[config.mk]
export PLATFORM = sky130hd
export DESIGN_NAME = cast_switch_alloc
export DESIGN_NICKNAME = d
export VERILOG_FILES = /design/src/rtl/cast_switch_alloc.sv
export SDC_FILE = /design/constraint.sdc
export NUM_CORES = 1
export LEC_CHECK = 0
export CAP_MARGIN = 40
export CORE_MARGIN = 2
export CORE_UTILIZATION = 48
export CTS_BUF_LIST = sky130_fd_sc_hd__clkbuf_8
export DETAILED_ROUTE_END_ITERATION = 10
export HOLD_SLACK_MARGIN = 0.08
export MAX_ROUTING_LAYER = met4
export PLACE_DENSITY = 0.82
export SYNTH_ARGS = -nofsm -noshare
export SYNTH_HDL_FRONTEND = slang
export SYNTH_SLANG_ARGS = --single-unit
[constraint.sdc]
create_clock -name clk -period 7.45 [get_ports clk]
set_input_delay 0.745 -clock clk [delete_from_list [all_inputs] [get_ports clk]]
set_output_delay 0.745 -clock clk [all_outputs]
set_load 0.02 [all_outputs]
[src/rtl/cast_switch_alloc.sv]
// rtl/cast_switch_alloc.sv - multicast switch allocator with atomic all-or-nothing output grants
`ifndef PN
`define PN 5
`endif

module cast_switch_alloc #(
    parameter int PN = `PN
) (
    input  logic                  clk,
    input  logic                  rst,
    input  logic [PN-1:0]         valid_i,
    input  logic [PN-1:0]         head_i,
    input  logic [PN-1:0]         tail_i,
    input  logic [PN-1:0][PN-1:0] req_i,
    input  logic [PN-1:0]         fire_i,
    output logic [PN-1:0][PN-1:0] xbar_sel_o,
    output logic [PN-1:0]         out_busy_o
);

    localparam int PW = (PN > 1) ? $clog2(PN) : 1;

    // Per-input ownership: busy_q marks a packet in flight, mask_q is the output set it holds.
    logic [PN-1:0]         busy_q;
    logic [PN-1:0][PN-1:0] mask_q;
    logic [PW-1:0]         rr_ptr_q;
    logic [PW-1:0]         rr_ptr_d;

    logic [PN-1:0] occ;
    logic [PN-1:0] cand;
    logic [PN-1:0] grant;
    logic [PN-1:0] release_v;
    logic [PN-1:0] claimed;
    logic [PW:0]   visit_sum;
    logic [PW-1:0] idx;
    logic [PW-1:0] first_idx;
    logic          found;

    logic [PN-1:0] seen;
    logic          overlap;

    // Outputs owned by packets already in flight; freed outputs only drop out after the edge.
    always_comb begin
        occ = '0;
        for (int i = 0; i < PN; i++) begin
            if (busy_q[i]) begin
                occ = occ | mask_q[i];
            end
        end
    end

    // Candidate heads and tail releases; req_i only matters for idle inputs with a nonzero mask.
    always_comb begin
        cand      = '0;
        release_v = '0;
        for (int i = 0; i < PN; i++) begin
            cand[i]      = valid_i[i] & head_i[i] & ~busy_q[i] & (|req_i[i]);
            release_v[i] = fire_i[i] & tail_i[i] & busy_q[i];
        end
    end

    // Single round-robin pass: a packet wins only if its whole mask is free of owned and claimed outputs.
    always_comb begin
        grant     = '0;
        claimed   = '0;
        found     = 1'b0;
        first_idx = '0;
        visit_sum = '0;
        idx       = '0;
        rr_ptr_d  = rr_ptr_q;
        for (int k = 0; k < PN; k++) begin
            visit_sum = {1'b0, rr_ptr_q} + (PW+1)'(k);
            if (visit_sum >= (PW+1)'(PN)) begin
                visit_sum = visit_sum - (PW+1)'(PN);
            end
            idx = visit_sum[PW-1:0];
            if (cand[idx] && ((req_i[idx] & (occ | claimed)) == '0)) begin
                grant[idx] = 1'b1;
                claimed    = claimed | req_i[idx];
                if (!found) begin
                    found     = 1'b1;
                    first_idx = idx;
                end
            end
        end
        if (found) begin
            if (first_idx == PW'(PN - 1)) begin
                rr_ptr_d = '0;
            end else begin
                rr_ptr_d = first_idx + PW'(1);
            end
        end
    end

    // Grant/release state and pointer; reset drops every grant immediately.
    always_ff @(posedge clk or posedge rst) begin
        if (rst) begin
            busy_q   <= '0;
            mask_q   <= '0;
            rr_ptr_q <= '0;
        end else begin
            for (int i = 0; i < PN; i++) begin
                if (grant[i]) begin
                    busy_q[i] <= 1'b1;
                    mask_q[i] <= req_i[i];
                end else if (release_v[i]) begin
                    busy_q[i] <= 1'b0;
                    mask_q[i] <= '0;
                end
            end
            rr_ptr_q <= rr_ptr_d;
        end
    end

    // Crossbar rows come straight from state, so there is no input-to-output combinational path.
    always_comb begin
        xbar_sel_o = '0;
        for (int i = 0; i < PN; i++) begin
            xbar_sel_o[i] = busy_q[i] ? mask_q[i] : '0;
        end
        out_busy_o = occ;
    end

    // Detect any output claimed by two rows at once.
    always_comb begin
        seen    = '0;
        overlap = 1'b0;
        for (int i = 0; i < PN; i++) begin
            if ((seen & xbar_sel_o[i]) != '0) begin
                overlap = 1'b1;
            end
            seen = seen | xbar_sel_o[i];
        end
    end

    // Crossbar rows must stay pairwise disjoint.
    always_ff @(posedge clk) begin
        if (!rst) begin
            assert (!overlap);
        end
    end

endmodule

==> impl_metrics.json <==
{
  "drtPass1Iterations": 6,
  "crit_path_start_kind": "flip-flop",
  "core-area_um2": 10700,
  "path_delay_family": "compound AO/OA/AOI/OAI gates",
  "cp_max_fo": 15,
  "rr_worst_depth": 18,
  "yosysWarningCount": 0,
  "whs_path_depth": 2,
  "ys_ff_latch": 33,
  "avgRoutedWirePerCell_um": 27.9,
  "syn_inst": 685,
  "multi_input_area_um2": 4020,
  "drt_iter0_drc": 1177,
  "synth.distinct_cells": 88,
  "diodes": 0,
  "finish.utilization": 0.577,
  "min_to": "mask_q[23]",
  "ios": 77,
  "track_usage": 0.436,
  "clock_path_buffers": 2,
  "min_path_type": "reg2reg",
  "worstReg2RegStart": "rr_ptr_q[1]",
  "die_area_um2": 11700,
  "grt_pass1_vias": 5942,
  "postSynthAreaPerCell_um2": 7.62,
  "period_minus_slack_ns": 6.78,
  "synth_fp_nets": 743,
  "root_buffer": "clkbuf_8",
  "hold_path_startpoint": "mask_q[23]",
  "port_buffers": 76,
  "busiest_layer": "met2",
  "vias_per_cell": 7.29,
  "grtUsageMet1": 0.537,
  "layout.nets": 807,
  "cp_slowest_cell": "ha_1",
  "cts_setup_buffers": 0,
  "gp_congestion": 1.07,
  "worst_slew_pin_slew_ns": 1.09,
  "netlist.area_leader.share": 0.158,
  "ys_top_cells_by_count": "nand2_1, nor2_1, inv_1, mux2i_1, a21oi_1",
  "use_met3": 0.0838,
  "required_ns": 7.69,
  "regArea_um2": 826,
  "routed_wl_um": 24800,
  "ys.flop_type": "dfrtp_1",
  "worstSetupEndpointType": "flip-flop",
  "hold_buffers": 0,
  "slew_violations": 0,
  "final-setup-viol-count": 0,
  "rsz0062_at_grt": "false",
  "initial_core_util": 0.486,
  "numCtsBuffers": 5,
  "arrival_ns": 7.02,
  "drt.antenna.violating_nets": 0,
  "clock.fmax_mhz": 147,
  "ys_seq_area_frac": 0.158,
  "synth_edf_count": 0,
  "area_delta_synth_final_pct": 18.7,
  "finalNonFillerCells": 890,
  "async_flop_share": 1.00,
  "fillers": 975,
  "drc": 0,
  "fin_crit_sh": 0.910,
  "clk_latency_ns": 0.31,
  "grt_overflow_total": 0,
  "synth_most_common_cell": "nand2_1",
  "r2r_end": "rr_ptr_q[2]",
  "clock-sinks": 33,
  "rows": 38,
  "dieHeight_um": 108,
  "maxCapViolations": 0,
  "final.setup.tns_ns": 0,
  "cpPeakStageDelay_ns": 0.68,
  "timing.final.hold_violations": 0,
  "htree_levels": 2,
  "die_w_um": 108,
  "cts_tree": "yes",
  "path_buf_inv": 3,
  "cts.reportedPaths.clkPinSlew_ns": 0.10,
  "synthesis.area_um2": 5220,
  "vias": 6484,
  "outcome": "finished clean",
  "grt_antenna_before_repair": 0,
  "drive_above_1_share": 0.0880,
  "grt_pass1_wl_um": 36500,
  "worstPathCellList": "inv_1 -> ha_1 -> inv_1 -> mux2i_1 -> o211ai_1 -> a32oi_1 -> a2bb2oi_1 -> nand4_1 -> o211ai_1 -> nor2_1 -> a221oi_1 -> o211a_1 -> nand2_1 -> o41ai_2 -> inv_1 -> ha_1 -> a2111o_1 -> nand3_1",
  "skew_ns": 0.0232,
  "hpwl_um": 19500,
  "crit_path_frequent_cell": "inv_1",
  "maxSlewHeadroom": 0.277,
  "post_cts_resized": 0,
  "critical_path_class": "reg2reg",
  "yosysTopAreaCell": "dfrtp_1",
  "synth_area_leaders": "dfrtp_1, mux2i_1, nand2_1",
  "regToRegSetupSlack_ns": 0.67,
  "grt_max_degree": 59,
  "startpoint": "rr_ptr_q[1]",
  "met2_usage": 0.679,
  "place_inst": 882
}
==> stage by stage <==
step                      worst slack, ns  instance area, µm²  hold slack [ns]
final                               0.667                6200            0.519
after global routing                0.389                6200            0.548
after CTS                           0.978                6200            0.523
after detailed placement             1.03                6090            0.510
after global placement              0.839                6070            0.505
after floorplan                      2.11                5220            0.494
==> flip-flops by register name (all words and copies together), names as in the netlist <==
register,flops
busy_q,5
mask_q,25
rr_ptr_q,3
==> kinds of logic (layout without fill, tap and decap cells) <==
logic type      Yosys count  after routing  share of synthesized area
compound gates          250            250                      0.385
flops                    33             33                      0.158
fa+ha+maj                11             11                     0.0278
mux                      54             54                      0.121
simple gates            246            246                      0.231
buf+inv                  88            153                     0.0731
xor+xnor                  3              3                    0.00503
==> worst register-to-register path: stages, from the launching register on <==
cell	delay, ns
dfrtp_1	0.61
inv_1	0.24
ha_1	0.68
inv_1	0.28
mux2i_1	0.52
o211ai_1	0.26
a32oi_1	0.66
a2bb2oi_1	0.32
nand4_1	0.30
o211ai_1	0.46
nor2_1	0.31
a221oi_1	0.36
o211a_1	0.35
nand2_1	0.11
o41ai_2	0.46
inv_1	0.09
ha_1	0.23
a2111o_1	0.39
nand3_1	0.09
==> area by class of cell <==
type	count	share of cell area
clock buffer	5	0.0111
clock inverter	3	0.00747
inverter	55	0.0333
tap	140	0.0282
timing repair buffer	90	0.138
multi-input combinational	564	0.649
sequential	33	0.133
==> layout by cell type, fill, tap and decap left out, types with 9 or more instances in the layout <==
cell and n:
a2111o_1 13, a211oi_1 13, a21oi_1 40, a31oi_1 10, and2_1 30, and3_1 12, buf_4 10, clkdlybuf4s50_1 76
dfrtp_1 33, ha_1 10, inv_1 54, mux2i_1 46, nand2_1 68, nand3_1 19, nor2_1 59, nor3_1 18
o211ai_1 23, o21ai_0 21, o21ai_1 9, o22ai_1 9
==> worst max path at each step <==
stage,slack (ns),to,cells after the start
after floorplan,2.11,rr_ptr_q[2],22
after global placement,0.84,rr_ptr_q[2],19
after detailed placement,1.03,rr_ptr_q[2],20
after CTS,0.98,rr_ptr_q[2],18
after global routing,0.39,rr_ptr_q[2],18
final,0.67,rr_ptr_q[2],18
==> metal layers <==
layer / vias up / wire length, µm
li1: 2758 / -
met5: - / 0
met4: 0 / 1650
met3: 135 / 3000
met1: 3066 / 9210
met2: 525 / 11000
Power is not shown: default switching activity piles up to over one toggle a cycle in this logic, so the estimate is an artifact.
